### config.mk
export PLATFORM = sky130hd
export DESIGN_NAME = ro_edge_counter
export DESIGN_NICKNAME = d
export VERILOG_FILES = /design/src/rtl/ro_edge_counter.sv
export SDC_FILE = /design/constraint.sdc
export NUM_CORES = 1
export LEC_CHECK = 0
export CAP_MARGIN = 40
export CORE_MARGIN = 8
export CORE_UTILIZATION = 57
export DETAILED_ROUTE_END_ITERATION = 8
export PLACE_DENSITY = 0.85
export SLEW_MARGIN = 15
export SYNTH_ARGS = -nofsm -noshare
export SYNTH_HDL_FRONTEND = slang
export SYNTH_SLANG_ARGS = --single-unit
### constraint.sdc
create_clock -name count_clk -period 4.75 [get_ports count_clk]
set_input_delay 0.95 -clock count_clk [delete_from_list [all_inputs] [get_ports count_clk]]
set_output_delay 0.95 -clock count_clk [all_outputs]
set_load 0.005 [all_outputs]
### src/rtl/ro_edge_counter.sv
// ----------------------------------------------------------------------------
// ro_edge_counter
//
// Counts rising edges of a free-running ring oscillator inside a window that
// the system clock domain opens and closes with window_en. All logic runs on
// the oscillator itself (count_clk), so there is no second clock. If the
// oscillator stops, every output simply freezes.
//
// The system side samples count_gray, which changes by at most one bit per
// counting edge. It watches done_toggle to learn that a window has closed.
//
// Parameters
//   WIDTH        counter / output width in bits (4..32)
//   SYNC_STAGES  depth of the window_en synchronizer (2..4)
//
// Ports
//   count_clk    in   ring-oscillator output, counting clock (may stop)
//   reset        in   asynchronous, active-high reset
//   window_en    in   count-window request, asynchronous to count_clk
//   count_bin    out  binary edge count, WIDTH bits
//   count_gray   out  registered Gray copy of count_bin, WIDTH bits
//   overflow     out  sticky: count passed 2^WIDTH-1 in the current window
//   busy         out  high while the counter is in COUNT
//   done_toggle  out  inverts once each time a window closes
//
// Configuration macro
//   RO_CNT_SATURATE_EN  defined: count_bin sticks at 2^WIDTH-1 after overflow
//                       undefined: count_bin wraps to 0 and keeps counting
// ----------------------------------------------------------------------------
module ro_edge_counter #(
  parameter int WIDTH       = 32,
  parameter int SYNC_STAGES = 2
) (
  input  logic             count_clk,
  input  logic             reset,
  input  logic             window_en,
  output logic [WIDTH-1:0] count_bin,
  output logic [WIDTH-1:0] count_gray,
  output logic             overflow,
  output logic             busy,
  output logic             done_toggle
);

  typedef enum logic [1:0] {
    IDLE  = 2'd0,
    COUNT = 2'd1,
    HOLD  = 2'd2
  } state_t;

  localparam logic [WIDTH-1:0] MAX_COUNT = {WIDTH{1'b1}};
  localparam logic [WIDTH-1:0] ONE       = {{(WIDTH-1){1'b0}}, 1'b1};

  state_t                 state;
  state_t                 state_next;
  logic [SYNC_STAGES-1:0] sync_ff;
  logic                   sync_en;
  logic [WIDTH-1:0]       bin_next;
  logic                   overflow_next;
  logic                   done_next;

  // Binary-to-Gray conversion. The Gray register is loaded from the same
  // next-count value as the binary register, so the two never disagree.
  function automatic logic [WIDTH-1:0] to_gray(input logic [WIDTH-1:0] value);
    return value ^ (value >> 1);
  endfunction

  // window_en comes from an unrelated clock domain. It passes through a plain
  // shift-register synchronizer on count_clk before anything else looks at it.
  // Only the last stage (sync_en) is used by the control logic.
  always_ff @(posedge count_clk or posedge reset) begin
    if (reset) begin
      sync_ff <= '0;
    end else begin
      sync_ff <= {sync_ff[SYNC_STAGES-2:0], window_en};
    end
  end

  assign sync_en = sync_ff[SYNC_STAGES-1];

  // Next-state and next-output logic.
  // Opening a window (from IDLE or HOLD) restarts the count at zero and
  // clears the sticky overflow flag.
  // While the window stays open, each edge adds one to the count. Reaching
  // the top of the range sets overflow; the count then either sticks or
  // wraps, depending on the build.
  // Closing a window does not count that edge. It parks the result in HOLD
  // and flips done_toggle so the system side can see a window completed.
  always_comb begin
    state_next    = state;
    bin_next      = count_bin;
    overflow_next = overflow;
    done_next     = done_toggle;
    case (state)
      IDLE, HOLD: begin
        if (sync_en) begin
          state_next    = COUNT;
          bin_next      = '0;
          overflow_next = 1'b0;
        end
      end
      COUNT: begin
        if (sync_en) begin
          if (count_bin == MAX_COUNT) begin
            overflow_next = 1'b1;
`ifdef RO_CNT_SATURATE_EN
            bin_next      = MAX_COUNT;
`else
            bin_next      = '0;
`endif
          end else begin
            bin_next = count_bin + ONE;
          end
        end else begin
          state_next = HOLD;
          done_next  = ~done_toggle;
        end
      end
      default: begin
        state_next    = IDLE;
        bin_next      = '0;
        overflow_next = 1'b0;
      end
    endcase
  end

  // State and output registers.
  // busy is registered from the next state, so it equals the COUNT decode of
  // the state register without any combinational path to the output.
  // Reset clears everything at once, without a count_clk edge. A window that
  // is aborted by reset therefore never flips done_toggle.
  always_ff @(posedge count_clk or posedge reset) begin
    if (reset) begin
      state       <= IDLE;
      count_bin   <= '0;
      count_gray  <= '0;
      overflow    <= 1'b0;
      busy        <= 1'b0;
      done_toggle <= 1'b0;
    end else begin
      state       <= state_next;
      count_bin   <= bin_next;
      count_gray  <= to_gray(bin_next);
      overflow    <= overflow_next;
      busy        <= (state_next == COUNT);
      done_toggle <= done_next;
    end
  end

endmodule

==> impl_metrics.yaml, run 1 <==
status:
  status: "completed"
timing:
  setup_violations: 0
  rsz0062_at_grt: "false"
  finalHoldViolations: 0
  slew_headroom_pct: 40.9
  max_freq_ghz: 0.292
  min_period_ns: 3.42
  slew_viol_final: 0
  fin_crit_sh_pct: 72.1
  worst_slew_pin_slew_ns: 0.878
  finalSetupTns_ns: 0
  hold_ws_ns: 0.364
  clock_skew_ns: 0.00757
floorplan:
  core_area_um2: 6830
  rows: 30
  initial_core_util_pct: 59.0
  dieWidth_um: 100
  io_pins: 70
  die-height_um: 100
  dieArea_um2: 10000
global_route:
  grt_pass1_vias: 3530
  antenna_found_initial: 0
  grt_pass1_wl_mm: 18.1
  overflow: 0
  track_usage_pct: 22.8
  grt_max_degree: 41
power_and_ir_drop:
  p_clk_share_pct: 40.0
  power_switching_uw: 322
  seqPwrFrac_pct: 49.8
  p_per_area_nw_per_um2: 251
  peakVddDrop_uv: 173
  p_leak_uw: 0.00207
  switching_share_pct: 25.7
  pwr-share-comb_pct: 10.3
  intPower_uw: 930
clocking:
  clock_path_buffers: 2
  cts_setup_buffers: 0
  h-tree-depth: 3
  hold_buffers: 0
  cts-root-buf: "clkbuf_8"
  clkLatencyLatePin_ns: 0.35
  clk_pin_slew_ns: 0.08
  numCtsBuffers: 9
  cts_sinks: 70
  cts_resized: 0
  cts_tree: "built"
worst_hold_path:
  hp-start: "sync_ff[0]"
  hold-path-cell-count: 0
  hold_end: "sync_ff[1]"
  hold_class: "reg -> reg"
detailed_routing:
  routed_wl_mm: 11.1
  drt_iter0_drc: 310
  routedWlPerCell_um: 18.6
  ant_nets: 0
  vias: 3668
  post-route-drc-count: 0
  first_pass_iters: 7
  via_per_inst: 6.11
placement:
  placed_cells: 584
  hpwl_mm: 7.71
  place.port_buffers: 69
  placed_cell_area_um2: 4780
  globalplace.congestion: 0.958
synthesis:
  synth_cell_types: 62
  syn-cell-area_um2: 4030
  syn_inst: 442
  ys_warn_count: 0
  synth_fa_ha_area_share_pct: 0.311
  async_flop_share_pct: 100
  ys_ff_latch: 70
  ys.flop_type: "dfrtp_1"
  synthMuxAreaShare_pct: 1.40
  synth_compound_area_share_pct: 17.9
  synth_top_family_by_area: "simple AND/OR/NAND/NOR gates"
  syn_area_per_cell_um2: 9.12
  synth_area_leaders: "dfrtp_1, nor2_1, xnor2_1"
  syn_nets: 446
  synth-simple-area-share_pct: 23.9
  yosysTopAreaCell: "dfrtp_1"
  synth-edff-count: 0
  synth_top_area_share_pct: 43.5
  synth-xor-area-share_pct: 8.70
  synth_seq_area_share_pct: 43.5
final_layout:
  layout_common_cells: "dfrtp_1, clkdlybuf4s50_1, nor2_1"
  n_fill_cell: 535
  finalInstanceArea_um2: 4980
  seq_area_um2: 1750
  multi_input_comb_area_um2: 2110
  final_common_cell: "dfrtp_1"
  final_nets: 503
  antenna_cells: 0
  drive_gt1_share_pct: 10.7
  fin_cells: 600
  syn2layout_area_growth_pct: 23.7
setup_path:
  critical_path.max_fanout: 16
  path_class: "reg -> reg"
  rr_startpoint: "count_bin[0]"
  worstPathArrival_ns: 3.67
  r2r_end: "count_gray[27]"
  worstSetupStartpoint: "count_bin[0]"
  critPathRequiredTime_ns: 4.99
  reg2reg_depth: 8
  reg2reg_slack_ns: 1.33
  end_kind: "flip-flop"
  start_kind: "flip-flop"
flow_run:
  cap_violations: 0
critical path, stage by stage (launching register included):
cell	delay, ns
dfrtp_1	0.51
ha_1	0.37
nand3_2	0.20
or4_4	0.64
o31ai_4	0.70
nor2_1	0.18
nor2_1	0.44
a311oi_1	0.13
o31a_1	0.14
Yosys cell counts (4+ instances only):
cell type	number
dfrtp_1	70
nor2_1	62
nand2_1	26
o21ai_0	24
a21oi_1	21
xnor2_1	21
nor3_1	19
xor2_1	19
clkbuf_1	17
nand3_1	15
and2_1	9
and3_1	9
nor4_1	9
buf_2	8
a21oi_2	7
nand4_1	7
a21o_1	6
a31oi_1	6
o31ai_1	6
and4_1	5
inv_1	5
or3_1	4
state kept, by name (all words and copies together) (netlist names):
signal / cells
busy: 1
done_toggle: 1
count_bin: 32
overflow: 1
count_gray: 31
sync_ff: 2
state: 2
final cells by class:
class | count | area share [%]
inverters | 7 | 0.527
clock buffers | 11 | 3.04
repair buffers | 77 | 15.5
clock inverters | 5 | 1.15
well taps | 96 | 2.41
flip-flops and latches | 70 | 35.1
multi-input cells | 334 | 42.2
cell families after synthesis:
logic type               after synthesis
AND/OR/NAND/NOR                      185
XOR/XNOR                              40
AO/OA/AOI/OAI                        103
adder cells (fa/ha/maj)                1
buffers and inverters                 38
multiplexers                           5
flip-flops                            70
layer usage:
layer	routed length (um)	up-vias	global-route usage, %
met3	1010	33	5.12
met4	299	0	11.3
met5	0	-	0
li1	-	1688	-
met1	4680	1732	28.8
met2	5170	215	35.9
power groups by stage:
| stage | combinational [uW] | clock [uW] | sequential (uW) |
|---|---|---|---|
| finish | 129 | 501 | 623 |
| global route | 141 | 530 | 625 |
| global placement | 123 | 0 | 633 |
| detailed placement | 128 | 0 | 635 |
| floorplan | 78.8 | 0 | 631 |
| CTS | 128 | 509 | 623 |
metrics by stage:
step	total power (uW)	setup slack [ns]	utilization (%)
6_report	1250	1.33	73.0
3_5_place_dp	763	1.43	69.9
5_1_grt	1300	1.17	73.0
2_1_floorplan	710	2.03	-
4_1_cts	1260	1.40	73.0
3_3_place_gp	755	1.44	69.2
worst max path at each step:
stage	to	slack, ns	cells after the start
2_1_floorplan	busy	2.03	1
3_3_place_gp	count_gray[5]	1.44	8
3_5_place_dp	count_gray[14]	1.43	8
4_1_cts	count_gray[14]	1.40	8
5_1_grt	count_gray[27]	1.17	8
6_report	count_gray[27]	1.33	8
No activity file was read; power rests on OpenSTA's default activity.
==> run 2: changes to the inputs <==
Settings changed: CORE_UTILIZATION 57 to 48, PLACE_DENSITY 0.85 to 0.76.
Clock period 4.75 ns to 3 ns, I/O delays scaled along.
==> impl_metrics.yaml, run 2 (synthesized netlist as in run 1, its figures left out) <==
status:
  status: "completed"
detailed_routing:
  ant_nets: 0
  via_per_inst: 5.80
  routed_wl_mm: 11.8
  vias: 3661
  routedWlPerCell_um: 18.6
  first_pass_iters: 4
  post-route-drc-count: 0
  drt_iter0_drc: 194
worst_hold_path:
  hold-path-cell-count: 0
  hold_end: "sync_ff[1]"
  hp-start: "sync_ff[0]"
  hold_class: "reg -> reg"
timing:
  clock_skew_ns: 0.0124
  fin_crit_sh_pct: 93.5
  min_period_ns: 2.80
  worst_slew_pin_slew_ns: 0.595
  finalHoldViolations: 0
  slew_headroom_pct: 60.0
  rsz0062_at_grt: "false"
  slew_viol_final: 0
  finalSetupTns_ns: 0
  max_freq_ghz: 0.357
  setup_violations: 0
final_layout:
  reg_top3: "count_bin: 32 flops, count_gray: 31 flops"
  final_nets: 527
  largest_register: "count_bin"
  antenna_cells: 0
  largest_reg_flops: 32
  final_common_cell: "dfrtp_1"
  finalInstanceArea_um2: 5100
  syn2layout_area_growth_pct: 26.6
  drive_gt1_share_pct: 14.1
  layout_common_cells: "dfrtp_1, clkdlybuf4s50_1, nor2_1"
global_route:
  use_met3_pct: 5.93
  busiest_layer: "met2"
  grt_pass1_wl_mm: 19.1
  overflow: 0
  antenna_found_initial: 0
  use_met1_pct: 26.2
  grt_use_met2_pct: 33.0
  track_usage_pct: 20.5
  grt_max_degree: 41
  grt_pass1_vias: 3626
clocking:
  clk_pin_slew_ns: 0.07
  h-tree-depth: 3
  cts-root-buf: "clkbuf_8"
  numCtsBuffers: 9
  cts_sinks: 70
  clkLatencyLatePin_ns: 0.34
  hold_buffers: 0
  cts_resized: 0
  cts_setup_buffers: 0
  cts_tree: "built"
  clock_path_buffers: 2
setup_path:
  critPathRequiredTime_ns: 3.22
  start_kind: "flip-flop"
  critPathSlowestCell: "or4_1"
  rr_startpoint: "count_bin[2]"
  crit_cells: 7
  path_buf_inv: 0
  path_class: "reg -> reg"
  crit_family: "simple AND/OR/NAND/NOR gates"
  worstPathArrival_ns: 3.02
  reg2reg_depth: 7
  crit_path_cell_trace: "nand3_2, or4_1, nor4_4, nand4_1, xor2_1, a21oi_1, o221a_2"
  cp_slowest_stage_delay_ns: 0.67
  reg2reg_slack_ns: 0.20
  r2r_end: "count_gray[30]"
  critical_path.max_fanout: 10
  end_kind: "flip-flop"
flow_run:
  cap_violations: 0
power_and_ir_drop:
  peakVddDrop_uv: 252
  p_leak_uw: 0.00216
  p_per_area_nw_per_um2: 363
placement:
  hpwl_mm: 8.43
  placed_cell_area_um2: 4950
  place.port_buffers: 69
  globalplace.congestion: 0.922
floorplan:
  dieArea_um2: 11600
  core_area_um2: 8180
  io_pins: 70
  initial_core_util_pct: 49.3
  die-height_um: 108
  rows: 33
  dieWidth_um: 108
## run 2: changes by cell type in the layout (fill, tap and decap cells not counted), sizes merged
cell / previous run / this run
clkbuf: 11 / 12
clkdlybuf4s15: 1 / 0
buf: 7 / 32
clkinvlp: 3 / 0
clkinv: 3 / 4
bufinv: 1 / 0
## run 2: report_power, final
part           total, uW  internal [uW]  switching [uW]
Combinational        224           93.9             130
Sequential           980            964            16.2
Clock                646            312             334
Total               1850           1370             480
## run 2: worst max path at each step
stage                 startpoint        endpoint  slack, ns
detailed placement  count_bin[2]  count_gray[30]       0.27
CTS                 count_bin[2]  count_gray[30]       0.24
global placement    count_bin[2]  count_gray[29]       0.31
floorplan           count_bin[0]  count_gray[10]       0.36
finish              count_bin[2]  count_gray[30]       0.20
global route        count_bin[2]  count_gray[29]      0.009
## run 2: layer usage
layer / routed length (um) / share of wire [%]
met5: 0 / 0
met4: 189 / 1.6
met3: 904 / 7.7
met2: 5510 / 47
met1: 5150 / 44
## run 2: final cells by class
cell class / instances / area [um2]
Inverter: 7 / 26.3
Multi-Input combinational cell: 334 / 2110
Clock buffer: 12 / 145
Timing Repair Buffer: 101 / 931
Clock inverter: 2 / 10.0
Sequential cell: 70 / 1750
Fill cell: 706 / 3070
Tap cell: 105 / 131
## run 2: stage by stage
step                cells  hold slack [ns]  setup WS [ns]  total power, uW  util, %
floorplan             442            0.331          0.360             1120        -
global placement      617            0.336          0.310             1220     60.5
detailed placement    617            0.337          0.271             1220     60.5
CTS                   631            0.354          0.243             1870     62.4
global route          631            0.362        0.00944             1930     62.4
finish                631            0.351          0.196             1850     62.4
